File: src/rtl/mem_copy_pkg.sv
// Shared definitions for the word-granular memory copy engine:
// FSM encodings, word step and address width.
package mem_copy_pkg;

  localparam int ADDR_W    = 32;
  localparam int WORD_STEP = 4;
  localparam int SUM_W     = ADDR_W + 2;

  localparam logic [2:0] ST_IDLE  = 3'd0;
  localparam logic [2:0] ST_READ  = 3'd1;
  localparam logic [2:0] ST_WRITE = 3'd2;
  localparam logic [2:0] ST_DONE  = 3'd3;
  localparam logic [2:0] ST_ERR   = 3'd4;

endpackage

File: src/rtl/mem_range_check.sv
// Combinational request validation: word alignment, memory bounds and copy direction.
// Latency: none. Backpressure: none, pure function of its inputs.
module mem_range_check
  import mem_copy_pkg::*;
#(
  parameter int MEMORY_SIZE = 64,
  parameter int LEN_W       = 5
) (
  input  logic [ADDR_W-1:0] src,
  input  logic [ADDR_W-1:0] dst,
  input  logic [LEN_W-1:0]  len,
  output logic              ok,
  output logic              descending
);

  logic [SUM_W-1:0] span;
  logic [SUM_W-1:0] src_ext;
  logic [SUM_W-1:0] dst_ext;
  logic [SUM_W-1:0] src_end;
  logic [SUM_W-1:0] dst_end;
  logic [SUM_W-1:0] mem_lim;
  logic             aligned;

  // Sums are two bits wider than an address so an oversized request cannot wrap into range.
  always_comb begin
    span    = SUM_W'(len) * SUM_W'(WORD_STEP);
    src_ext = SUM_W'(src);
    dst_ext = SUM_W'(dst);
    src_end = src_ext + span;
    dst_end = dst_ext + span;
    mem_lim = SUM_W'(MEMORY_SIZE);
    aligned = (src[1:0] == 2'b00) && (dst[1:0] == 2'b00);
    ok      = aligned && (src_end <= mem_lim) && (dst_end <= mem_lim);
    // Destination starting inside the source window would clobber unread words going upward.
    descending = (dst_ext > src_ext) && (dst_ext < src_end);
  end

endmodule

File: src/rtl/mem_copy_engine.sv
// Copies len 32-bit words from src to dst, one word per READ/WRITE pair (2 cycles/word, done at 2*len+1).
// Latency: done pulses 2*len+1 cycles after start is sampled. Backpressure: start is ignored while busy.
module mem_copy_engine
  import mem_copy_pkg::*;
#(
  parameter int MEMORY_SIZE = 64,
  parameter int LEN_W       = 5
) (
  input  logic              clk,
  input  logic              rst,
  input  logic              start,
  input  logic [ADDR_W-1:0] src,
  input  logic [ADDR_W-1:0] dst,
  input  logic [LEN_W-1:0]  len,
  output logic              busy,
  output logic              done,
  output logic              err,
  output logic [ADDR_W-1:0] mem_addr,
  output logic [ADDR_W-1:0] mem_wdata,
  output logic              mem_write,
  input  logic [ADDR_W-1:0] mem_rdata
);

  logic [2:0]        state_q, state_d;
  logic [ADDR_W-1:0] src_q, src_d;
  logic [ADDR_W-1:0] dst_q, dst_d;
  logic [ADDR_W-1:0] data_q, data_d;
  logic [LEN_W-1:0]  cnt_q, cnt_d;
  logic              desc_q, desc_d;
  logic              wr_en;
  logic              req_ok;
  logic              req_desc;
  logic [ADDR_W-1:0] last_off;
  logic [ADDR_W-1:0] step;

  mem_range_check #(
    .MEMORY_SIZE(MEMORY_SIZE),
    .LEN_W      (LEN_W)
  ) u_range (
    .src       (src),
    .dst       (dst),
    .len       (len),
    .ok        (req_ok),
    .descending(req_desc)
  );

  // Byte offset of the last word; only consumed for descending copies, where len is nonzero.
  assign last_off = (ADDR_W'(len) - ADDR_W'(1)) * ADDR_W'(WORD_STEP);
  assign step     = ADDR_W'(WORD_STEP);

  always_comb begin
    state_d   = state_q;
    src_d     = src_q;
    dst_d     = dst_q;
    data_d    = data_q;
    cnt_d     = cnt_q;
    desc_d    = desc_q;
    busy      = 1'b0;
    done      = 1'b0;
    err       = 1'b0;
    wr_en     = 1'b0;
    mem_addr  = '0;
    mem_wdata = '0;
    case (state_q)
      ST_IDLE: begin
        if (start) begin
          cnt_d  = len;
          desc_d = req_desc;
          src_d  = req_desc ? src + last_off : src;
          dst_d  = req_desc ? dst + last_off : dst;
          if (!req_ok) begin
            state_d = ST_ERR;
          end else if (len == '0) begin
            state_d = ST_DONE;
          end else begin
            state_d = ST_READ;
          end
        end
      end
      ST_READ: begin
        busy     = 1'b1;
        mem_addr = src_q;
        data_d   = mem_rdata;
        state_d  = ST_WRITE;
      end
      ST_WRITE: begin
        busy      = 1'b1;
        mem_addr  = dst_q;
        mem_wdata = data_q;
        wr_en     = 1'b1;
        cnt_d     = cnt_q - LEN_W'(1);
        src_d     = desc_q ? src_q - step : src_q + step;
        dst_d     = desc_q ? dst_q - step : dst_q + step;
        state_d   = (cnt_q == LEN_W'(1)) ? ST_DONE : ST_READ;
      end
      ST_DONE: begin
        done    = 1'b1;
        state_d = ST_IDLE;
      end
      ST_ERR: begin
        err     = 1'b1;
        state_d = ST_IDLE;
      end
      default: begin
        state_d = ST_IDLE;
      end
    endcase
  end

  // Reset kills a write in the very cycle it is asserted, not one edge later.
  assign mem_write = wr_en & rst;

  always_ff @(posedge clk) begin
    if (!rst) begin
      state_q <= ST_IDLE;
      src_q   <= '0;
      dst_q   <= '0;
      data_q  <= '0;
      cnt_q   <= '0;
      desc_q  <= 1'b0;
    end else begin
      state_q <= state_d;
      src_q   <= src_d;
      dst_q   <= dst_d;
      data_q  <= data_d;
      cnt_q   <= cnt_d;
      desc_q  <= desc_d;
    end
  end

endmodule
File: config.mk
export PLATFORM = sky130hd
export DESIGN_NAME = mem_copy_engine
export DESIGN_NICKNAME = d
export VERILOG_FILES = /design/src/rtl/mem_copy_pkg.sv /design/src/rtl/mem_range_check.sv /design/src/rtl/mem_copy_engine.sv
export SDC_FILE = /design/constraint.sdc
export NUM_CORES = 1
export LEC_CHECK = 0
export CAP_MARGIN = 20
export CORE_MARGIN = 2
export CORE_UTILIZATION = 35
export CTS_CLUSTER_SIZE = 20
export DETAILED_ROUTE_END_ITERATION = 16
export PLACE_DENSITY = 0.63
export RECOVER_POWER = 50
export SLEW_MARGIN = 20
export SYNTH_ARGS = -nofsm -noshare
export SYNTH_HDL_FRONTEND = slang
export SYNTH_SLANG_ARGS = --single-unit
File: constraint.sdc
create_clock -name clk -period 5.6 [get_ports clk]
set_input_delay 0.56 -clock clk [delete_from_list [all_inputs] [get_ports clk]]
set_output_delay 0.56 -clock clk [all_outputs]
set_load 0.01 [all_outputs]
==> metrics.md <==
| Metric | Value |
|---|---|
| Outcome | `finished, violations left` |
| Failing checks | `max-capacitance violations, max-slew violations` |
| Global placer's final weighted congestion | `0.936` |
| Ys Warns | `0` |
| CP delay by family, top | `compound AO/OA/AOI/OAI gates` |
| Initial antenna violation count | `0` |
| Clock buffer depth | `2` |
| Total CTS buffers | `9` |
| HP Class | `register to register` |
| Die width | `~200 µm` |
| Final Hold Fails | `0` |
| Shortest period the worst path allows | `5.08 ns` |
| Syn avg cell area | `7.46 µm²` |
| Post-synth EDFFs | `0` |
| Wire per inst | `roughly 20 µm` |
| Layout cells sized above 1 | `~5.3%` |
| Skew final | `a little under 0.01 ns` |
| Clk sinks | `105` |
| CTS tree | `done` |
| Worst hold endpoint | `data_q[23]$_SDFFE_PN0N_` |
| Cts hold-fix bufs | `0` |
| Core area | `a little under 40000 µm²` |
| CTS root buf | `clkbuf_16` |
| Critical path endpoint category | `register` |
| Worst reg2reg startpoint | `desc_q$_SDFFE_PN0P_` |
| Die H | `203 µm` |
| Power density over the cells | `approximately 150 nW/µm²` |
| Starting density of the core | `35.7%` |
| Startpoint Class | `input port` |
| Worst-skew pair later-pin latency | `roughly 0.37 ns` |
| Net Sw Power | `a little over 1 mW` |
| Htree depth | `3` |
| Synthesized Nets | `2154` |
| GRT Util Overall | `a little under a quarter` |
| # rows | `72` |
| Mapped Cells | `1855` |
| Crit path largest cell delay | `about 0.5 ns` |
| Clock Power Share | `about a quarter` |
| Part of the power in registers | `around a third` |
| Post-CTS Setup Bufs | `0` |
| CP bufs+invs | `4` |
| Fmax | `approximately 200 MHz` |
| Non-filler cells, final | `approximately 2500` |
| Design Area, Final | `around 17000 µm²` |
| Slowest cell on crit path | `clkdlybuf4s50_1` |
| Internal power | `1.57 mW` |
| Yosys top cell by area | `ha_1` |
| I/O pins | `~170` |
| Sequential area share after synthesis | `around 15%` |
| Worst path required time | `5.87 ns` |
| RSZ-0062 raised after global routing | `no` |
| First-pass GRT wire length | `78.1 mm` |
| Worst Max-Slew Pin Slew | `1.62 ns` |
| Final ANT Viol Nets | `0` |
| Reg2reg end | `src_q[31]$_SDFFE_PN0P_` |
| Reg2Reg Setup Slack | `between 1.5 and 2 ns` |
| Total Neg Setup Slack | `0 ns` |
| Nets | `about 2300` |
| Die area | `approximately 41000 µm²` |
| Pin count of the biggest net entering global routing | `80` |
| Leakage power | `7.51 nW` |
| IO buf count | `about 170` |
| Main area contributors after synthesis | `ha_1, dfxtp_1, a21oi_1` |
| Drt first pass iters | `5` |
| Critical Path Fanout Max | `23` |
| Final setup violating endpoints | `0` |
| Area Overhead vs Synth | `20.4%` |
| Comb power frac | `approximately 42%` |
| Setup crit start | `len[0]` |
| Hold Path Depth | `2` |
| Min-delay src | `data_q[23]$_SDFFE_PN0N_` |
| Via count | `14783` |
| Wire length after detailed routing | `50.1 mm` |
| Crit-path cells | `clkdlybuf4s50_1, ha_1, inv_1, fa_1, nor2b_1, o21ai_0, a21boi_2, o21a_1, nand2_1, xnor2_1, ha_1, nand4_1, nor3_1, o311ai_0, a21oi_1, nor3_1, o31ai_2, buf_4, nor2_4, buf_12, mux2i_1, a21oi_1, a31o_2` |
| Clock transition at the registers of the reported paths | `approximately 0.080 ns` |
| Netlist cell types | `84` |
| Vias in the first global route | `around 14000` |
| Placed Area | `16400 µm²` |
| Ys flop type | `dfxtp_1` |
| Reg2reg path depth | `12` |
| Switch share | `approximately two fifths` |
| Crit path arrival time | `~5.4 ns` |
| Hold_ws | `about 0.45 ns` |
| Type of the worst setup path | `input port to register` |
| First-iteration detailed-routing DRC count | `~1100` |
| Max_slew headroom | `-8.31%` |
| DR vias/cell | `5.82` |
| Max VDD drop | `0.156 mV` |
| Grt ovf | `0` |
| Ys async rst share | `0%` |
| Slew Viols, Final | `approximately 120` |
| Post-CTS Resized | `0` |
| Final Cycle Share | `roughly nine tenths` |
| Synth Cell Area | `13800 µm²` |
| Half-perimeter wire length after placement | `a little under 40 mm` |
| Placed Instances | `roughly 2500` |
| # DRC | `0` |
| Share of the synthesized area in the top cell type | `between 10% and 20%` |
| Number of diodes | `0` |
| Max-cap violations | `4` |
| Synth Register Bits | `around 110` |
-- how the worst max path moves through the flow --
stage / cells after the start / end / slack, ns
final: 23 / src_q[25]$_SDFFE_PN0P_ / 0.52
after global routing: 21 / src_q[25]$_SDFFE_PN0P_ / 0.19
after CTS: 23 / src_q[25]$_SDFFE_PN0P_ / 0.55
after detailed placement: 23 / src_q[25]$_SDFFE_PN0P_ / 0.19
after global placement: 23 / src_q[25]$_SDFFE_PN0P_ / 0.27
after floorplan: 23 / src_q[23]$_SDFFE_PN0P_ / 1.25
-- final cells by class --
class | count | area, µm²
Clock inverter | 6 | 62.6
Timing Repair Buffer | 229 | 2170
Sequential cell | 105 | 2100
Inverter | 80 | 300
Fill cell | 3996 | 22200
Tap cell | 518 | 648
Multi-Input combinational cell | 1593 | 11200
Clock buffer | 10 | 229
-- synthesized netlist by cell type (7+ instances only) --
cell type	instances
nor2_1	110
nand3_1	45
a21oi_1	185
o221ai_1	16
a22o_1	40
inv_1	77
xnor2_1	95
and4_1	9
nand2_1	205
nor4_1	10
a211oi_1	31
o2111ai_1	8
and3_1	52
o211ai_1	16
dfxtp_1	105
ha_1	189
mux2i_1	23
and2_1	8
a221oi_1	13
a31oi_1	29
nand2b_1	12
nor2b_1	15
nor3_1	42
o21bai_1	19
clkbuf_1	68
o21a_1	27
xor2_1	43
o22ai_1	14
or3_1	9
o21ai_0	102
a21o_1	84
nand4_1	28
or2_2	7
-- sequential cells by signal, summed over array words and instances (netlist names) --
register / cells
cnt_q: 5
state_q: 3
src_q: 32
data_q: 32
desc_q: 1
dst_q: 32
-- logic make-up after synthesis --
logic type	Yosys count	synth area share [%]
xor+xnor	139	8.85
simple gates	578	20.4
fa+ha+maj	195	18.0
compound gates	654	31.3
mux	27	1.99
buf+inv	157	4.34
flops	105	15.2
-- metal layers --
metal	vias to the layer above	GRT usage [%]	part of all wire [%]
met4	0	7.17	2.8
met5	-	0	0
met3	78	3.15	5.8
met1	6973	31.0	45
li1	7257	-	-
met2	475	40.7	47
-- stage by stage --
| stage | total power [mW] | utilization (%) | setup slack (ns) |
|---|---|---|---|
| 3_3_place_gp | 1.91 | 42.2 | 0.267 |
| 2_1_floorplan | 1.55 | - | 1.25 |
| 4_1_cts | 2.57 | 43.0 | 0.546 |
| 6_report | 2.57 | 42.9 | 0.517 |
| 5_1_grt | 2.73 | 42.9 | 0.186 |
| 3_5_place_dp | 1.93 | 42.2 | 0.193 |
-- power groups by stage --
stage | clock, mW | sequential [mW] | combinational (mW)
after floorplan | 0 | 0.840 | 0.705
after detailed placement | 0 | 0.858 | 1.08
after global routing | 0.683 | 0.845 | 1.20
after global placement | 0 | 0.857 | 1.06
after CTS | 0.652 | 0.840 | 1.08
final | 0.644 | 0.841 | 1.09
-- worst min-delay path: cells and delay by family, from the launching register on --
family             cells  cell delay (ns)
AOI/OAI and AO/OA      1             0.05
DFF                    1             0.31
and+or+nand+nor        1             0.05
-- placed cells by master, fill, tap and decap left out, types with 12 or more instances in the layout --
| cell type | Yosys | layout |
|---|---|---|
| nand2_1 | 205 | 205 |
| ha_1 | 189 | 189 |
| a21oi_1 | 185 | 185 |
| clkdlybuf4s50_1 | 0 | 128 |
| nor2_1 | 110 | 109 |
| dfxtp_1 | 105 | 104 |
| o21ai_0 | 102 | 102 |
| xnor2_1 | 95 | 95 |
| a21o_1 | 84 | 84 |
| inv_1 | 77 | 77 |
| and3_1 | 52 | 52 |
| buf_4 | 1 | 52 |
| nand3_1 | 45 | 45 |
| xor2_1 | 43 | 43 |
| dlygate4sd3_1 | 0 | 43 |
| nor3_1 | 42 | 42 |
| a22o_1 | 40 | 40 |
| a211oi_1 | 31 | 31 |
| a31oi_1 | 29 | 29 |
| nand4_1 | 28 | 28 |
| o21a_1 | 27 | 27 |
| mux2i_1 | 23 | 23 |
| o21bai_1 | 19 | 19 |
| o211ai_1 | 16 | 16 |
| o221ai_1 | 16 | 16 |
| nor2b_1 | 15 | 15 |
| o22ai_1 | 14 | 14 |
| a221oi_1 | 13 | 13 |
| nand2b_1 | 12 | 12 |
(Power assumes the default switching activity.)
